`config.mk`:
```
export PLATFORM = sky130hd
export DESIGN_NAME = cpu_ctl
export DESIGN_NICKNAME = d
export VERILOG_FILES = /design/src/rtl/cpu_ctl.sv
export SDC_FILE = /design/constraint.sdc
export NUM_CORES = 1
export LEC_CHECK = 0
export ABC_AREA = 1
export CAP_MARGIN = 5
export CORE_ASPECT_RATIO = 0.9
export CORE_MARGIN = 4
export CORE_UTILIZATION = 39
export CTS_BUF_LIST = sky130_fd_sc_hd__clkbuf_2
export DETAILED_ROUTE_END_ITERATION = 7
export HOLD_SLACK_MARGIN = 0.15
export PLACE_DENSITY_LB_ADDON = 0.05
export SLEW_MARGIN = 20
export SYNTH_ARGS = -nofsm -noshare
export SYNTH_HDL_FRONTEND = slang
export SYNTH_SLANG_ARGS = --single-unit
```
`constraint.sdc`:
```
create_clock -name clock_i -period 2 [get_ports clock_i]
set_input_delay 0.4 -clock clock_i [delete_from_list [all_inputs] [get_ports clock_i]]
set_output_delay 0.4 -clock clock_i [all_outputs]
set_load 0.01 [all_outputs]
```
`src/rtl/cpu_ctl.sv`:
```
// Owns the 6502 /RES and RDY pins: stretches reset pulses and lands RDY drops on read cycles.
// Optional build macro CPU_CTL_SYNC_HALT_EN restricts RDY drops to opcode-fetch cycles.
module cpu_ctl #(
  parameter int RESET_CYCLES = 4
) (
  input  logic       clock_i,
  input  logic       reset_n_i,
  input  logic       wr_strobe_i,
  input  logic [1:0] wr_data_i,
  input  logic       cpu_en_i,
  input  logic       cpu_rw_n_i,
  input  logic       cpu_sync_i,
  output logic       cpu_res_n_o,
  output logic       cpu_rdy_o,
  output logic [1:0] status_o,
  output logic       busy_o
);

  localparam logic [7:0] CNT_LOAD = 8'(RESET_CYCLES);

  typedef enum logic [1:0] {
    RST_HOLD    = 2'd0,
    RST_STRETCH = 2'd1,
    RST_RUN     = 2'd2
  } rst_state_e;

  typedef enum logic [1:0] {
    RDY_OFF   = 2'd0,
    RDY_ON    = 2'd1,
    RDY_DRAIN = 2'd2
  } rdy_state_e;

  function automatic logic [7:0] sat_dec(input logic [7:0] v, input logic en);
    return (en && (v != 8'd0)) ? (v - 8'd1) : v;
  endfunction

  logic       req_reset_q, req_reset_d;
  logic       req_ready_q, req_ready_d;
  rst_state_e rst_state_q, rst_state_d;
  rdy_state_e rdy_state_q, rdy_state_d;
  logic [7:0] cnt_q, cnt_d;
  logic       res_n_q, res_n_d;
  logic       rdy_q, rdy_d;
  logic       drain_exit;

`ifdef CPU_CTL_SYNC_HALT_EN
  assign drain_exit = cpu_en_i & cpu_rw_n_i & cpu_sync_i;
`else
  logic unused_sync;
  assign unused_sync = cpu_sync_i;
  assign drain_exit  = cpu_en_i & cpu_rw_n_i;
`endif

  // request latch: last write wins, FSMs see it from the following cycle
  always_comb begin
    req_reset_d = req_reset_q;
    req_ready_d = req_ready_q;
    if (wr_strobe_i) begin
      req_reset_d = wr_data_i[0];
      req_ready_d = wr_data_i[1];
    end
  end

  // reset FSM: the release decision uses the post-decrement count so /RES rises on the last pulse
  always_comb begin
    rst_state_d = rst_state_q;
    cnt_d       = cnt_q;
    res_n_d     = res_n_q;
    unique case (rst_state_q)
      RST_RUN: begin
        if (req_reset_q) begin
          rst_state_d = RST_HOLD;
          cnt_d       = CNT_LOAD;
          res_n_d     = 1'b0;
        end
      end
      RST_HOLD: begin
        cnt_d = sat_dec(cnt_q, cpu_en_i);
        if (cnt_d == 8'd0) begin
          if (req_reset_q) begin
            rst_state_d = RST_STRETCH;
          end else begin
            rst_state_d = RST_RUN;
            res_n_d     = 1'b1;
          end
        end
      end
      RST_STRETCH: begin
        if (!req_reset_q) begin
          rst_state_d = RST_RUN;
          res_n_d     = 1'b1;
        end
      end
      default: begin
        rst_state_d = RST_HOLD;
        cnt_d       = CNT_LOAD;
        res_n_d     = 1'b0;
      end
    endcase
  end

  // ready FSM: RDY stays high through DRAIN; a returning ready request wins to avoid a glitch
  always_comb begin
    rdy_state_d = rdy_state_q;
    rdy_d       = rdy_q;
    unique case (rdy_state_q)
      RDY_OFF: begin
        if (req_ready_q) begin
          rdy_state_d = RDY_ON;
          rdy_d       = 1'b1;
        end
      end
      RDY_ON: begin
        if (!req_ready_q) begin
          rdy_state_d = RDY_DRAIN;
        end
      end
      RDY_DRAIN: begin
        if (req_ready_q) begin
          rdy_state_d = RDY_ON;
        end else if ((rst_state_q != RST_RUN) || drain_exit) begin
          rdy_state_d = RDY_OFF;
          rdy_d       = 1'b0;
        end
      end
      default: begin
        rdy_state_d = RDY_OFF;
        rdy_d       = 1'b0;
      end
    endcase
  end

  always_ff @(posedge clock_i) begin
    if (!reset_n_i) begin
      req_reset_q <= 1'b1;
      req_ready_q <= 1'b0;
      rst_state_q <= RST_HOLD;
      rdy_state_q <= RDY_OFF;
      cnt_q       <= CNT_LOAD;
      res_n_q     <= 1'b0;
      rdy_q       <= 1'b0;
    end else begin
      req_reset_q <= req_reset_d;
      req_ready_q <= req_ready_d;
      rst_state_q <= rst_state_d;
      rdy_state_q <= rdy_state_d;
      cnt_q       <= cnt_d;
      res_n_q     <= res_n_d;
      rdy_q       <= rdy_d;
    end
  end

  assign cpu_res_n_o = res_n_q;
  assign cpu_rdy_o   = rdy_q;
  assign status_o    = {rdy_q, ~res_n_q};
  assign busy_o      = (rst_state_q == RST_HOLD) | (rdy_state_q == RDY_DRAIN) |
                       (res_n_q == req_reset_q) | (rdy_q != req_ready_q);

endmodule
```
==> impl_metrics.tcl <==
set metrics [dict create \
    ioPinCount 13 \
    pwr-share-seq_pct 33.3 \
    hold_path.class "reg -> reg" \
    cap_viol_max_count 0 \
    nFillCells 266 \
    avgSynthCellArea_um2 6.375 \
    synth_top_area_share_pct 29.91 \
    clockBufferDepth 2 \
    final_antenna_net_count 0 \
    num_rows 17 \
    core_mm2 0.002531 \
    syn-num-nets 178 \
    crit_chain "inv_2, ha_1, nand3_1, nor2_4, nor2_8, nand2_1, o21ai_2, nand2_2, nor2_2, nand2_1, nand2_2, nand3_2, a21oi_2" \
    cp_data_arrival_time_ps 2050 \
    initial_core_util_pct 42.31 \
    cts_tree "built" \
    cp-end-kind "register" \
    netlist_area_mm2 0.001071 \
    clk_root_buffer_cell "clkbuf_2" \
    via_per_inst 4.791 \
    die-area_mm2 0.003650 \
    path_buf_inv 1 \
    vdd_ir_drop_max_mv 0.3361 \
    p_per_area_mw_per_mm2 1090 \
    hold_viol 0 \
    cts_hold_buffers 0 \
    yosys.area.top_type "dfxtp_1" \
    grt_max_degree 14 \
    cpMaxStageDelayCell "dfxtp_1" \
    layout.nets 195 \
    setup_violations 0 \
    yosysWarnings 0 \
    drive_gt1_share_pct 17.49 \
    required_ps 2240 \
    numCtsBuffers 3 \
    clk_pin_slew_worst_paths_ps 150 \
    crit_family "simple AND/OR/NAND/NOR gates" \
    clkPwrFrac_pct 10.4 \
    netlist-cell-type-count 27 \
    comb_power_share_pct 56.3 \
    ys_ff_latch 16 \
    slew_viol_final 0 \
    post-cts-setup-buffer-count 0 \
    cts_max_level 1 \
    status "finished, final reports clean" \
    p_int_mw 0.7232 \
    clock_latency_ps 290 \
    dpl.hpwl_mm 1.754 \
    drt-total-wl_mm 2.158 \
    slew_headroom_pct 64.24 \
    netlist_instances 168 \
    worstMarginPinSlew_ps 532.8 \
    area_growth_pct 16.36 \
    grt_pass1_vias 852 \
    finClkSkew_ps 8.801 \
    antenna_found_initial 0 \
    dieWidth_um 63.24 \
    rsz0062_at_grt "false" \
    crit_fanout 9 \
    grt_pass1_wl_mm 3.698 \
    finalCriticalPeriod_ps 1810 \
    cpPeakStageDelay_ps 400 \
    start_kind "register" \
    cts_resized 0 \
    yosysSeqAreaShare_pct 29.91 \
    die_h_um 57.72 \
    fmax_mhz 552.6 \
    finalCritPeriodShare_pct 90.49 \
    gr-total-overflow 0 \
    fin_util_pct 49.23 \
    post_drt_wl_per_cell_um 10.23 \
    grt_use_total_pct 12.65 \
    port_buffers 11 \
    p_leak_nw 0.5839 \
    num_vias 1011 \
    path_class "reg -> reg" \
    drc_errors 0 \
    drt-pass1-iter-count 4 \
    synthTopCellsByArea "dfxtp_1 (30%), nand2_1 (19%), inv_1 (7.4%)" \
    clkSinkCount 16 \
    gp_congestion 0.8371 \
    p_sw_mw 0.6350 \
    diodes 0 \
    drt_iter0_markers 46 \
    report.power.total_mw 1.358 \
    tns_ps 0 \
    p_sw_share_pct 46.75 \
]
per-layer routing:
layer | vias to the layer above | track usage (%) | routed length, um
met5 | - | 0 | 0
met4 | 0 | 2.769 | 0
met3 | 0 | 4.651 | 62
met2 | 8 | 17.89 | 945
met1 | 448 | 18.20 | 1150
li1 | 555 | - | -
kinds of logic (layout without fill, tap and decap cells):
group / after synthesis / count (layout) / synth area share [%]
AND/OR/NAND/NOR: 97 / 97 / 43.34
flip-flops: 16 / 16 / 29.91
buffers and inverters: 29 / 44 / 10.51
AO/OA/AOI/OAI: 21 / 21 / 11.45
XOR/XNOR: 3 / 3 / 2.454
adder cells (fa/ha/maj): 2 / 2 / 2.336
flip-flops by register name, summed over array words and instances, names as in the netlist:
register and cells:
cnt_q 8, cpu_rdy_o 1, cpu_res_n_o 1, rdy_state_q 2, req_ready_q 1, req_reset_q 1
rst_state_q 2
power groups by stage:
stage	Clock, mW	Sequential (mW)	Combinational, mW
floorplan	0	0.450	0.598
global placement	0	0.458	0.764
detailed placement	0	0.459	0.769
CTS	0.146	0.451	0.776
global route	0.163	0.461	0.879
finish	0.141	0.452	0.765
stage by stage:
step	std cells	area [um2]	setup slack (ps)	hold WS (ps)
global placement	208	1227	64.61	457.0
floorplan	168	1071	368.7	437.2
finish	211	1246	190.3	447.3
detailed placement	208	1227	47.20	457.4
global route	211	1246	19.13	468.0
CTS	211	1242	83.65	481.5
synth_stat cells (all sizes together):
| library cell | count |
|---|---|
| a211oi | 1 |
| a21oi | 12 |
| a31oi | 1 |
| buf | 1 |
| clkbuf | 1 |
| dfxtp | 16 |
| ha | 2 |
| inv | 27 |
| nand2 | 64 |
| nand3 | 12 |
| nand4 | 2 |
| nor2 | 18 |
| nor3 | 1 |
| o211ai | 1 |
| o21ai | 6 |
| xnor2 | 1 |
| xor2 | 2 |
worst register-to-register path, delay by kind of cell (launching register included):
kind	cells	cell delay, ps
AOI/OAI and AO/OA	2	210
buffers and inverters	1	90
DFF	1	400
adders and majority gates	1	220
and+or+nand+nor	9	830
cell usage in the layout (no fill, tap or decap), drive strengths merged, types with 2 or more instances in the layout:
master / count
a21oi: 12
buf: 3
clkbuf: 3
clkdlybuf4s50: 10
dfxtp: 16
ha: 2
inv: 27
nand2: 64
nand3: 12
nand4: 2
nor2: 18
o21ai: 6
xor2: 2
final cells by class:
class / count / area (um2) / share of cell area (%)
multi-input cells: 123 / 638.1 / 51.20
flip-flops and latches: 16 / 321.6 / 25.80
repair buffers: 14 / 135.1 / 10.84
inverters: 27 / 101.3 / 8.132
well taps: 28 / 35.03 / 2.811
clock buffers: 3 / 15.01 / 1.205
worst paths after layout:
| check | start | end | slack (ps) | depth (start not counted) |
|---|---|---|---|---|
| worst max register to register | cnt_q[0] | cpu_res_n_o | 190 | 13 |
| worst min-delay path | rdy_state_q[0] | rdy_state_q[0] | 450 | 1 |
| worst min register to register | rdy_state_q[0] | rdy_state_q[0] | 450 | 1 |
| worst max-delay path | cnt_q[0] | cpu_res_n_o | 190 | 13 |
No activity file was read; power rests on OpenSTA's default activity.
==> RTL change 1 (config.mk and constraints unchanged) <==
Build with the macro `CPU_CTL_SYNC_HALT_EN` defined.
--- a/src/rtl/cpu_ctl.sv
+++ b/src/rtl/cpu_ctl.sv
@@ -2,2 +2,4 @@
 // Optional build macro CPU_CTL_SYNC_HALT_EN restricts RDY drops to opcode-fetch cycles.
+`define CPU_CTL_SYNC_HALT_EN
+
 module cpu_ctl #(
Function: changed (a bounded check fails within 10 cycles, from zero or initial values and one cycle with reset_n_i low).
==> RTL change 1 against the original RTL <==
- sequential cell count stayed put
- fmax is 3.9% lower
- setup slack worse by 74 ps
- clock skew is 6.8 ps lower
- synthesized area is 7.2% lower
- highest routed layer is now met4
- critical path type is now reg -> out
- die area is 6.3% lower
- routed wire length is 3.2% higher
- hold slack better by 6.2 ps
- design area is 2.5% lower
- power is 18% higher
- combinational power is 24% higher
==> RTL change 1: results (changes against the original RTL) <==
| Metric | Value |
|---|---|
| Outcome | `finished, final reports clean` |
| First-pass GRT wire length | `3836 µm (+3.7%)` |
| Largest net degree at the start of global routing | `12 (-2)` |
| Crit path DAT | `1480 ps (-570 ps)` |
| Reg-to-Reg Start | `cnt_q[1]` |
| Most frequent cells after synthesis | `nand2_1 (58), dfxtp_1 (16), inv_1 (16), nor2_1 (16), a21oi_1 (12)` |
| Ranking of synthesized cells by area | `dfxtp_1 (32%), nand2_1 (22%), a21oi_1 (6.0%)` |
| Post-synthesis sequential area ratio | `32.24% (+2.3 points)` |
| Leakage | `0.0005419 µW (-7.2%)` |
| GR Util All Layers | `14.55% (+1.9 points)` |
| Clk_skew | `2.009 ps (-6.792 ps)` |
| Initial antenna violation count | `0 (unchanged)` |
| Starting DRT DRC Count | `42 (-8.7%)` |
| Synth cell types | `24 (-11%)` |
| RD Place Congestion | `0.8118 (-3.0%)` |
| Min-delay src | `rdy_state_q[1]` |
| NetSw | `773.5 µW (+22%)` |
| CP max FO | `3 (-6)` |
| HPWL after DPL | `1776 µm (+1.3%)` |
| Vias in the first global route | `888 (+4.2%)` |
| Synth Net Count | `167 (-6.2%)` |
| Ys async rst share | `0% (unchanged)` |
| Worst-Margin Slew | `355.2 ps (-177.6 ps)` |
| Yosys warning count | `0 (unchanged)` |
| Worst Hold End | `rdy_state_q[0]` |
| Part of the cycle the worst path needs | `94.18% (+3.7 points)` |
| Layout cell share with drive strength beyond 1 | `11.93% (-5.6 points)` |
| # port buffers | `12 (+1)` |
| Final wirelength | `2226 µm (+3.2%)` |
| Reg-to-reg slack, setup | `250 ps (+60 ps)` |
| VDD IR max | `0.0007277 V (+120%)` |
| Routed via count | `1,029 (+1.8%)` |
| Pre-CTS setup slack | `119.4 ps (+72.21 ps)` |
| Final net count | `188 (-3.6%)` |
RTL change 1: cell types whose count changed after synthesis, sizes merged, moves of 3 or more:
| cell | unedited run | this run |
|---|---|---|
| inv | 27 | 17 |
| nand2 | 64 | 59 |
| nand3 | 12 | 9 |
| o21ai | 6 | 9 |
RTL change 1: through the flow:
stage / power (µW) / util (%) / instances / area [µm²] / hold slack (ps)
6_report: 1602 / 49.67 / 204 / 1215 / 453.5
5_1_grt: 1781 / 49.67 / 204 / 1215 / 475.8
4_1_cts: 1577 / 48.75 / 203 / 1192 / 483.7
3_5_place_dp: 1437 / 48.03 / 200 / 1175 / 464.1
3_3_place_gp: 1434 / 48.03 / 200 / 1175 / 438.6
2_1_floorplan: 1177 / - / 157 / 993.5 / 431.0
RTL change 1: per-layer routing:
layer | share of wire [%] | up-vias | wire length (µm) | track usage [%]
li1 | - | 549 | - | -
met1 | 50 | 458 | 1111 | 20.62
met2 | 44 | 20 | 982 | 21.00
met3 | 5.4 | 2 | 121 | 4.872
met4 | 0.54 | 0 | 12 | 3.406
met5 | 0 | - | 0 | 0
RTL change 1: cells by family (layout without fill, tap and decap cells):
logic type	after synthesis	in the layout	synth area share, %
compound gates	24	25	14.48
fa+ha+maj	2	2	2.518
buf+inv	19	37	7.556
xor+xnor	4	4	3.527
flops	16	16	32.24
simple gates	92	92	39.67
RTL change 1: critical path, stage by stage, from the launching register on:
cell	delay, ps
dfxtp_2	370
inv_1	70
nor2_4	100
nor2_1	50
nand3_1	80
clkdlybuf4s50_1	530
RTL change 1: repair_timing:
| item | 4_1_cts | 5_1_grt |
|---|---|---|
| pin swaps | 0 | 1 |
| endpoints found under the setup margin | 1 | 4 |
| gates cloned | 0 | 1 |
| endpoints found under the hold margin | 0 | 0 |
| gates resized for setup | 1 | 4 |
RTL change 1: final cells by class:
cell class / instances / share of cell area [%]
clock buffer: 3 / 1.236
timing repair buffer: 17 / 12.98
inverter: 17 / 5.252
multi-input combinational: 123 / 51.18
sequential: 16 / 26.47
tap: 28 / 2.884
RTL change 1: worst max path at each step:
stage                       end      startpoint  cells after the start
finish                   busy_o  rdy_state_q[1]                      5
floorplan           cpu_res_n_o        cnt_q[0]                     13
global route        cpu_res_n_o        cnt_q[3]                     12
global placement    cpu_res_n_o        cpu_en_i                     10
detailed placement  cpu_res_n_o        cpu_en_i                     10
CTS                      busy_o  rdy_state_q[1]                      5
RTL change 1: power groups by stage:
stage               combinational [µW]  clock, µW  sequential [µW]
floorplan                          683          0              494
global placement                   925          0              509
detailed placement                 927          0              510
CTS                                930        144              502
global route                      1090        159              528
finish                             952        138              512
==> RTL change 2 (config.mk and constraints unchanged) <==
Without the edit above. Re-encode `rst_state_e` (3 states) as one-hot, 3 bits wide.
--- a/src/rtl/cpu_ctl.sv
+++ b/src/rtl/cpu_ctl.sv
@@ -20,6 +20,6 @@
 
-  typedef enum logic [1:0] {
-    RST_HOLD    = 2'd0,
-    RST_STRETCH = 2'd1,
-    RST_RUN     = 2'd2
+  typedef enum logic [2:0] {
+    RST_HOLD    = 3'b001,
+    RST_STRETCH = 3'b010,
+    RST_RUN     = 3'b100
   } rst_state_e;
Formal check against the unedited RTL: same outputs for any inputs over 10 cycles, from zero or initial values and one cycle with reset_n_i low; not proved beyond that.
==> RTL change 2 against the original RTL <==
- design area fell by 3.7%
- setup slack worse by 14 ps
- synthesized area is 5.7% lower
- critical path depth unchanged
- power grew 13%
- critical path type unchanged
- routed wire length grew 0.19%
- clock skew is 2.5 ps lower
- sequential cell count rose by 1
- cell count decreased by 3.8%
- first-iteration DRC count is 8.7% lower
==> RTL change 2: results (changes against the original RTL) <==
| Metric | Value |
|---|---|
| Vias in the first global route | `892 (+4.7%)` |
| Area share of fa/ha/maj cells after synthesis | `2.478% (+0.14 points)` |
| Area after DPL | `1181 µm² (-3.8%)` |
| Clock buffer depth | `2 (unchanged)` |
| Num sequential | `17 (+1)` |
| Top flop regs | `cnt_q: 8 flops, rst_state_q: 3 flops, rdy_state_q: 2 flops` |
| Outcome | `finished, final reports clean` |
| Post-synthesis sequential area ratio | `33.71% (+3.8 points)` |
| Comb_multi_in | `118 (-4.1%)` |
| Final Non-Filler Cells | `203 (-3.8%)` |
| Ranking of synthesized cells by area | `dfxtp_1 (34%), nand2_1 (19%), inv_1 (7.1%)` |
| Crit. Startpoint | `cnt_q[1]` |
| Starting DRT DRC Count | `42 (-8.7%)` |
| Synth Area in Compound Gates | `13.63% (+2.2 points)` |
| Synth Net Count | `167 (-6.2%)` |
| Fillers | `264 (-0.75%)` |
| Worst Hold Depth | `2 (+1)` |
| Non-clock inverters | `20 (-26%)` |
| First-pass GRT wire length | `3857 µm (+4.3%)` |
| Vias per inst | `4.877 (+1.8%)` |
| DR top layer | `met4` |
| VDD IR max | `0.0006900 V (+110%)` |
| Reg-to-Reg Start | `cnt_q[1]` |
| Mapped Cells | `157 (-6.5%)` |
| Finished Core Util | `48.63% (-0.60 points)` |
| RD Place Congestion | `0.8490 (+1.4%)` |
| Worst Hold End | `cpu_res_n_o` |
| Crit path DAT | `2030 ps (-20 ps)` |
| Hold Slack | `483.2 ps (+35.94 ps)` |
| Final wirelength | `2162 µm (+0.19%)` |
| Leakage | `0.0005611 µW (-3.9%)` |
| Pre-CTS setup slack | `38.55 ps (-8.656 ps)` |
| GR Util met2 | `19.28% (+1.4 points)` |
| Clock-cell share | `1.668% (+0.46 points)` |
| Slew HR | `77.47% (+13 points)` |
| XOR/XNOR share of the synthesized area | `4.337% (+1.9 points)` |
| Min-delay src | `cpu_res_n_o` |
| Final net count | `186 (-4.6%)` |
| Most frequent cells after synthesis | `nand2_1 (51), inv_1 (19), dfxtp_1 (17)` |
| Clk_buf instances | `4 (+1)` |
| Non-clk bufs | `16 (+2)` |
| Largest net degree at the start of global routing | `10 (-4)` |
| Grt met1 use | `21.39% (+3.2 points)` |
| Wire length on met2 | `943 µm (-0.21%)` |
| Synth cell types | `24 (-11%)` |
| Core region area | `2467 µm² (-2.5%)` |
| Clk_skew | `6.315 ps (-2.486 ps)` |
| Layout cell share with drive strength beyond 1 | `9.714% (-7.8 points)` |
| Signal buf overhead | `12.20% (+1.4 points)` |
| GR Util All Layers | `14.39% (+1.7 points)` |
| Met3 routed WL | `151 µm (+140%)` |
==> RTL change 2: changes by cell type in the layout (fill, tap and decap cells not counted), sizes merged, moves of 3 or more <==
cell and delta:
nand2 -10, inv -7, nand3 -3, nor3 +3
==> RTL change 2: worst max-delay path, stage by stage (launching register included) <==
cell and delay, ps:
dfxtp_1 360, inv_1 100, ha_1 160, nand2_2 80
o21ai_4 280, inv_2 90, nand2_1 80, nand2_1 60
nor2_1 140, nand3_1 110, nand2_2 100, nand3_1 70
nand2_1 60, nand2_1 40
==> RTL change 2: power groups by stage <==
| stage | sequential, µW | clock, µW | combinational [µW] |
|---|---|---|---|
| after floorplan | 501 | 0 | 650 |
| after global routing | 526 | 181 | 1020 |
| after detailed placement | 519 | 0 | 881 |
| after CTS | 511 | 165 | 880 |
| final | 511 | 155 | 870 |
| after global placement | 517 | 0 | 870 |
==> RTL change 2: what timing repair did <==
| action | CTS | global route |
|---|---|---|
| gates resized for setup | 1 | 0 |
| hold buffers | 0 | 0 |
| setup endpoints to repair | 1 | 0 |
